**src/rtl/div_pkg.sv**
```systemverilog
// Shared types and sizing for the multicycle signed divider.
package div_pkg;

    localparam int DIV_WIDTH = 32;
    localparam int DIV_CNT_W = 6;
    localparam int DIV_ITERS = 32;

    typedef enum logic [1:0] {
        IDLE = 2'd0,
        RUN  = 2'd1,
        FIX  = 2'd2
    } div_state_e;

endpackage

```
**src/rtl/div_step.sv**
```systemverilog
// One restoring-division iteration: shift {rem, quot} left, trial-subtract the
// divisor, and keep the difference only when it does not go negative.
module div_step
    import div_pkg::*;
#(
    parameter int W = DIV_WIDTH
) (
    input  logic [W:0]   rem,
    input  logic [W-1:0] quot,
    input  logic [W-1:0] divisor,
    output logic [W:0]   rem_nxt,
    output logic [W-1:0] quot_nxt
);

    // One extra bit above the shifted remainder acts as the borrow/sign of the trial.
    logic [W+1:0] rem_sh;
    logic [W+1:0] trial;

    always_comb begin
        rem_sh = {rem, quot[W-1]};
        trial  = rem_sh - {2'b00, divisor};
        if (!trial[W+1]) begin
            rem_nxt  = trial[W:0];
            quot_nxt = {quot[W-2:0], 1'b1};
        end else begin
            rem_nxt  = rem_sh[W:0];
            quot_nxt = {quot[W-2:0], 1'b0};
        end
    end

endmodule

```
**src/rtl/seq_divider.sv**
```systemverilog
// Signed 32-bit MIPS DIV unit: lo = quotient (truncated toward zero), hi = remainder
// (dividend's sign). Handshake: div_start is a level request sampled only in IDLE;
// div_end is a one-cycle completion pulse with no back-pressure.
module seq_divider
    import div_pkg::*;
#(
    parameter int WIDTH = DIV_WIDTH
) (
    input  logic             clk,
    input  logic             rst,
    input  logic             div_start,
    input  logic [WIDTH-1:0] dividend,
    input  logic [WIDTH-1:0] divisor,
    output logic             div_end,
    output logic [WIDTH-1:0] hi,
    output logic [WIDTH-1:0] lo,
    output logic             div_by_zero,
    output div_state_e       dbg_state
);

    localparam logic [DIV_CNT_W-1:0] LAST_ITER = DIV_CNT_W'(DIV_ITERS - 1);

    div_state_e           state;
    logic [WIDTH:0]       rem;
    logic [WIDTH-1:0]     quot;
    logic [WIDTH-1:0]     dvsr;
    logic [DIV_CNT_W-1:0] count;
    logic                 sign_q;
    logic                 sign_r;

    logic [WIDTH:0]       rem_nxt;
    logic [WIDTH-1:0]     quot_nxt;
    logic [WIDTH-1:0]     dividend_mag;
    logic [WIDTH-1:0]     divisor_mag;

    // Unsigned magnitudes: |0x80000000| wraps to itself, which is exactly 2^31.
    assign dividend_mag = dividend[WIDTH-1] ? -dividend : dividend;
    assign divisor_mag  = divisor[WIDTH-1]  ? -divisor  : divisor;

    div_step #(.W(WIDTH)) u_step (
        .rem      (rem),
        .quot     (quot),
        .divisor  (dvsr),
        .rem_nxt  (rem_nxt),
        .quot_nxt (quot_nxt)
    );

    always_ff @(posedge clk or posedge rst) begin
        if (rst) begin
            state       <= IDLE;
            rem         <= '0;
            quot        <= '0;
            dvsr        <= '0;
            count       <= '0;
            sign_q      <= 1'b0;
            sign_r      <= 1'b0;
            hi          <= '0;
            lo          <= '0;
            div_end     <= 1'b0;
            div_by_zero <= 1'b0;
        end else begin
            div_end <= 1'b0;
            case (state)
                IDLE: begin
                    if (div_start) begin
                        if (divisor == '0) begin
                            // Results are left untouched; only the flag and done pulse fire.
                            div_by_zero <= 1'b1;
                            div_end     <= 1'b1;
                        end else begin
                            quot        <= dividend_mag;
                            dvsr        <= divisor_mag;
                            sign_q      <= dividend[WIDTH-1] ^ divisor[WIDTH-1];
                            sign_r      <= dividend[WIDTH-1];
                            rem         <= '0;
                            count       <= '0;
                            div_by_zero <= 1'b0;
                            state       <= RUN;
                        end
                    end
                end
                RUN: begin
                    rem   <= rem_nxt;
                    quot  <= quot_nxt;
                    count <= count + 1'b1;
                    if (count == LAST_ITER) begin
                        state <= FIX;
                    end
                end
                FIX: begin
                    lo      <= sign_q ? -quot : quot;
                    hi      <= sign_r ? -rem[WIDTH-1:0] : rem[WIDTH-1:0];
                    div_end <= 1'b1;
                    state   <= IDLE;
                end
                default: state <= IDLE;
            endcase
        end
    end

    assign dbg_state = state;

endmodule
```
**config.mk**
```make
export PLATFORM = sky130hd
export DESIGN_NAME = seq_divider
export DESIGN_NICKNAME = d
export VERILOG_FILES = /design/src/rtl/div_pkg.sv /design/src/rtl/div_step.sv /design/src/rtl/seq_divider.sv
export SDC_FILE = /design/constraint.sdc
export NUM_CORES = 1
export LEC_CHECK = 0
export ABC_AREA = 1
export BUFFER_PORTS_ARGS = -buffer_cell sky130_fd_sc_hd__clkbuf_2
export CORE_AREA = 2 2 164 166
export DETAILED_ROUTE_END_ITERATION = 16
export DIE_AREA = 0 0 166 168
export GPL_TIMING_DRIVEN = 0
export PLACE_DENSITY_LB_ADDON = 0.08
export RECOVER_POWER = 50
export SETUP_SLACK_MARGIN = 0.02
export SYNTH_ARGS = -nofsm -noshare
export SYNTH_HDL_FRONTEND = slang
export SYNTH_HIERARCHICAL = 1
export SYNTH_SLANG_ARGS = --single-unit
```
**constraint.sdc**
```tcl
create_clock -name clk -period 8.6 [get_ports clk]
set_input_delay 2.15 -clock clk [delete_from_list [all_inputs] [get_ports clk]]
set_output_delay 2.15 -clock clk [all_outputs]
set_load 0.01 [all_outputs]
```
Word-level counts from Yosys, hierarchy flattened
Index checks and enable logic that the tools add are counted.
{"block": "totals", "ff_bits": 173, "input_bits": 67, "output_inout_bits": 68, "elab_cells": 54}
{"block": "classes", "addsub": 6, "n_eq_ne": 6, "mux": 22, "bitwise": 2, "reduce_logical": 7}
{"operator": "32-bit two-way mux", "n": 6}
{"operator": "32-bit negation", "n": 4}
{"operator": "33-bit two-way mux", "n": 3}
{"operator": "33-bit case mux with 2 select lines", "n": 1}
{"operator": "32-bit case mux with 2 select lines", "n": 1}
{"operator": "34-bit by 32-bit subtractor with 34-bit output", "n": 1}
{"operator": "32-bit logical NOT", "n": 1}
{"operator": "6-bit two-way mux", "n": 2}
{"operator": "6-bit case mux with 2 select lines", "n": 1}
{"operator": "3-bit AND reduction", "n": 3}
{"operator": "6-bit by 1-bit adder with 6-bit output, second input constant", "n": 1}
{"operator": "6-bit by 5-bit == test with 1-bit output, second input constant", "n": 1}
{"operator": "2-bit two-way mux", "n": 3}
{"operator": "2-bit != test, second input constant", "n": 3}
{"operator": "2-bit case mux with 2 select lines", "n": 1}
{"operator": "1-bit two-way mux", "n": 3}
{"operator": "2-bit by 1-bit == test with 1-bit output, second input constant", "n": 1}
{"operator": "2-bit == test, second input constant", "n": 1}
{"operator": "2-bit logical NOT", "n": 1}
{"operator": "1-bit case mux with 2 select lines", "n": 1}
{"operator": "2-bit AND reduction", "n": 1}
{"operator": "2-bit nonzero test", "n": 1}
{"operator": "1-bit inverter", "n": 1}
{"operator": "1-bit bitwise XOR", "n": 1}

Logic depth before layout (Yosys ltp)
{"block": "logic_depth", "depth_word": 5, "depth_mapped": 19, "ltp_nobuf": 18}

Hierarchy
Netlist, hierarchy kept.
{"module": "seq_divider", "n_inst": 1, "cells_per_inst": 1538, "area_per_inst_um2": 10578.9, "seq_area_each_um2": 4329.2}
{"module": "div_step", "n_inst": 1, "cells_per_inst": 752, "area_per_inst_um2": 3677.3, "seq_area_each_um2": 0.0}

Least setup slack after synthesis
OpenSTA, ideal clock, no wires.
{"block": "synth_path", "kind": "input-to-reg", "from": "in dividend[0]", "to": "reg quot[20]", "setup_time_ps": 116, "arrival_ps": 3304, "required_time_ps": 8484, "setup_slack_ps": 5179, "stages": 12, "path_buffers": 1, "path_cell_list": "inv_1 -> ha_1 -> nand2_1 -> nor2_1 -> nand2_1 -> nand2_1 -> buf_4 -> nand3b_1 -> nand2_1 -> nand2_1 -> nand2_1 -> nand2_1"}
{"block": "synth_between", "elab_chain_cells": 5}
{"item": "start, declared", "line": "seq_divider.sv:12", "text": "input logic [WIDTH-1:0] dividend,"}
{"item": "32-bit negation", "line": "seq_divider.sv:37", "text": "assign dividend_mag = dividend[WIDTH-1] ? -dividend : dividend;"}
{"item": "32-bit two-way mux", "line": "seq_divider.sv:37"}
{"item": "32-bit two-way mux", "line": "seq_divider.sv:66", "text": "if (divisor == '0) begin"}
{"item": "32-bit two-way mux", "line": "seq_divider.sv:65", "text": "if (div_start) begin"}
{"item": "32-bit case mux with 2 select lines", "line": "seq_divider.sv:63", "text": "case (state)"}
{"item": "end signal, assigned", "line": "seq_divider.sv:71", "text": "quot <= dividend_mag;"}
{"item": "end signal, assigned", "line": "seq_divider.sv:84", "text": "quot <= quot_nxt;"}
{"item": "end, declared", "line": "seq_divider.sv:25", "text": "logic [WIDTH-1:0] quot;"}
Every way passes these cells. The select of a mux whose other input is x is not followed.
A chain may end at the register's enable or synchronous reset.

==> impl_metrics.json <==
{
  "ios": 135,
  "clock-sinks": 173,
  "grt_usage_pct": 33.3,
  "synthAdderAreaFrac_pct": 3.39,
  "finalCritPeriodShare_pct": 47.8,
  "place_hpwl_um": 37400,
  "grt_pass1_vias": 14356,
  "routed_via_density": 5.33,
  "clockBufferDepth": 2,
  "synthSimpleGateAreaFrac_pct": 42.1,
  "ys_seq_area_share_pct": 30.4,
  "dieHeight_um": 168,
  "cts_root_buf": "clkbuf_16",
  "cts_tree": "built",
  "synth_top_family_by_area": "simple AND/OR/NAND/NOR gates",
  "path_cells": "buf_1 -> clkinvlp_2",
  "ir_drop_uv": 304,
  "violations": "max-capacitance violations, max-slew violations",
  "post_cts_buffers": 0,
  "crit_type": "in2async",
  "synth_edf_count": 0,
  "power.density_nw_per_um2": 375,
  "drt-pass1-iter-count": 6,
  "num_rows": 60,
  "cts_max_level": 4,
  "antenna_left": 0,
  "max_clock_freq_mhz": 243,
  "syn_area_per_cell_um2": 6.23,
  "initial_core_util_pct": 54.1,
  "cts.repair.resized": 0,
  "syn_nets": 2395,
  "numCtsBuffers": 17,
  "final-hold-violation-count": 0,
  "netlist_instances": 2290,
  "syn_area_um2": 14300,
  "crit_required_ps": 8610,
  "ys.flop_type": "dfrtp_1",
  "core_um2": 26400,
  "die_w_um": 166,
  "max_cap_violations": 1,
  "synth_xor_area_share_pct": 3.69,
  "grt.overflow.total": 0,
  "antenna_found_initial": 0,
  "ctsHoldBuffers": 0,
  "drive_above_1_share_pct": 12.5,
  "worstSetupEndpointType": "async pin",
  "dr_total_vias": 14898,
  "initialDrtViolationCount": 1205,
  "critPathArrivalTime_ps": 4120,
  "synth_top_area_share_pct": 30.4,
  "synth_largest_area_cell": "dfrtp_1",
  "gp_routability_congestion": 0.957,
  "insertion_delay_ps": 450,
  "wl_um": 46100,
  "grt_max_degree": 103,
  "drc": 0,
  "diodes": 0,
  "dieArea_um2": 27900,
  "clk_pin_slew_ps": 80,
  "syn2layout_area_growth_pct": 12.2,
  "final_util_pct": 60.7,
  "cp_max_fo": 72,
  "max_slew.worst_pin.slew_ps": 3290,
  "ys_ff_latch": 173,
  "post_drt_wl_per_cell_um": 16.5,
  "nets": 2547,
  "post-route-min-period_ps": 4110,
  "crit_path_top_delay_cell": "clkinvlp_2",
  "maxSlewHeadroom_pct": -121,
  "ys_top_cells_by_area": "dfrtp_1 (30%), nand2_1 (22%), nand3_1 (9.3%), inv_1 (7.7%), nor2_1 (5.9%)",
  "power_leakage_nw": 8.82,
  "synth_warnings": 6,
  "port_buffers": 132,
  "worst-path-buf-inv": 2,
  "drv_slew": 72,
  "min_path_type": "reg2reg",
  "synthMuxAreaShare_pct": 0,
  "synth.distinct_cells": 40,
  "max_stage_delay_ps": 1840,
  "start_kind": "input port",
  "crit_family": "buffers and inverters",
  "setup_viol": 0,
  "yosysMostFrequentCell": "nand2_1",
  "outcome": "finished, violations left",
  "grt_first_pass_wirelength_um": 73500,
  "finalClockSkew_ps": 19.9,
  "grt_setup_unrepaired": "no",
  "netlist_top_cells_count": "nand2_1 (836), inv_1 (294), nand3_1 (266), nor2_1 (224), dfrtp_1 (173)",
  "async_reset_ff_share_pct": 100,
  "synth_compound_area_share_pct": 7.84,
  "hold_slack_ps": 473
}
through the flow:
stage	instances	total power, mW	setup WS [ps]	cell area, um^2	TNS [ps]
after CTS	2796	5.96	5160	16000	0
after global routing	2796	6.54	3980	16000	0
after detailed placement	2764	5.12	4720	15400	0
after floorplan	2290	4.12	1760	14300	0
after global placement	2763	5.04	-156	15300	-21440
final	2796	6.00	4490	16000	0
kinds of logic (layout without fill, tap and decap cells):
logic type	count (synthesis)	after routing
xor gates and xnor gates	60	60
DFF	173	173
buffers and inverters	404	569
and+or+nand+nor	1430	1430
AOI/OAI and AO/OA	185	185
adders and majority gates	38	38
layer usage:
layer	vias to the layer above	track usage, %	share of wire, %
met5	-	0	0
met4	0	15.9	4.8
met3	130	4.80	6.2
met2	501	57.6	47
met1	6815	41.3	42
li1	7452	-	-
power by group:
group,internal (mW),switching [mW]
logic,1.36,2.39
clock network,0.421,0.398
registers,1.06,0.372
worst paths after layout:
kind	startpoint	to	slack (ps)	depth (start not counted)
hold reg to reg	count[5]$_DFFE_PP0P_	dbg_state[1]$_DFFE_PP0P_	470	1
max in group clk	dividend[0]	quot[21]$_DFFE_PP0P_	5110	11
hold / removal	count[5]$_DFFE_PP0P_	dbg_state[1]$_DFFE_PP0P_	470	1
setup / recovery	rst	lo[16]$_DFFE_PP0N_	4490	2
min in group asynchronous	rst	hi[9]$_DFFE_PP0N_	2620	2
setup reg to reg	quot[31]$_DFFE_PP0P_	rem[12]$_DFFE_PP0P_	5800	14
flip-flops by register name (all words and copies together) (netlist names):
| register | count |
|---|---|
| rem | 33 |
| dvsr | 32 |
| hi | 32 |
| lo | 32 |
| quot | 32 |
| count | 6 |
| dbg_state | 2 |
| div_by_zero | 1 |
| div_end | 1 |
| sign_q | 1 |
| sign_r | 1 |
placed cells by master (no fill, tap or decap), drive strengths merged, types with 2 or more instances in the layout:
cell type	count
or2	4
nand2	847
nor4	2
nor2	232
buf	69
dfrtp	173
o21ai	132
clkbuf	182
clkinvlp	2
o21bai	4
xnor2	4
clkinv	9
o22ai	3
nand3	272
nand3b	11
nor3	20
xor2	56
nand4	31
a21oi	36
and2	11
o211ai	3
o31ai	4
inv	306
ha	37
area by class of cell:
type / count / area [um^2]
clock inverter: 15 / 196
sequential: 173 / 4330
multi-input combinational: 1713 / 8130
clock buffer: 17 / 425
fill: 2631 / 10400
buffer: 101 / 653
tap: 341 / 427
timing repair buffer: 133 / 687
inverter: 303 / 1140
(Power assumes the default switching activity.)
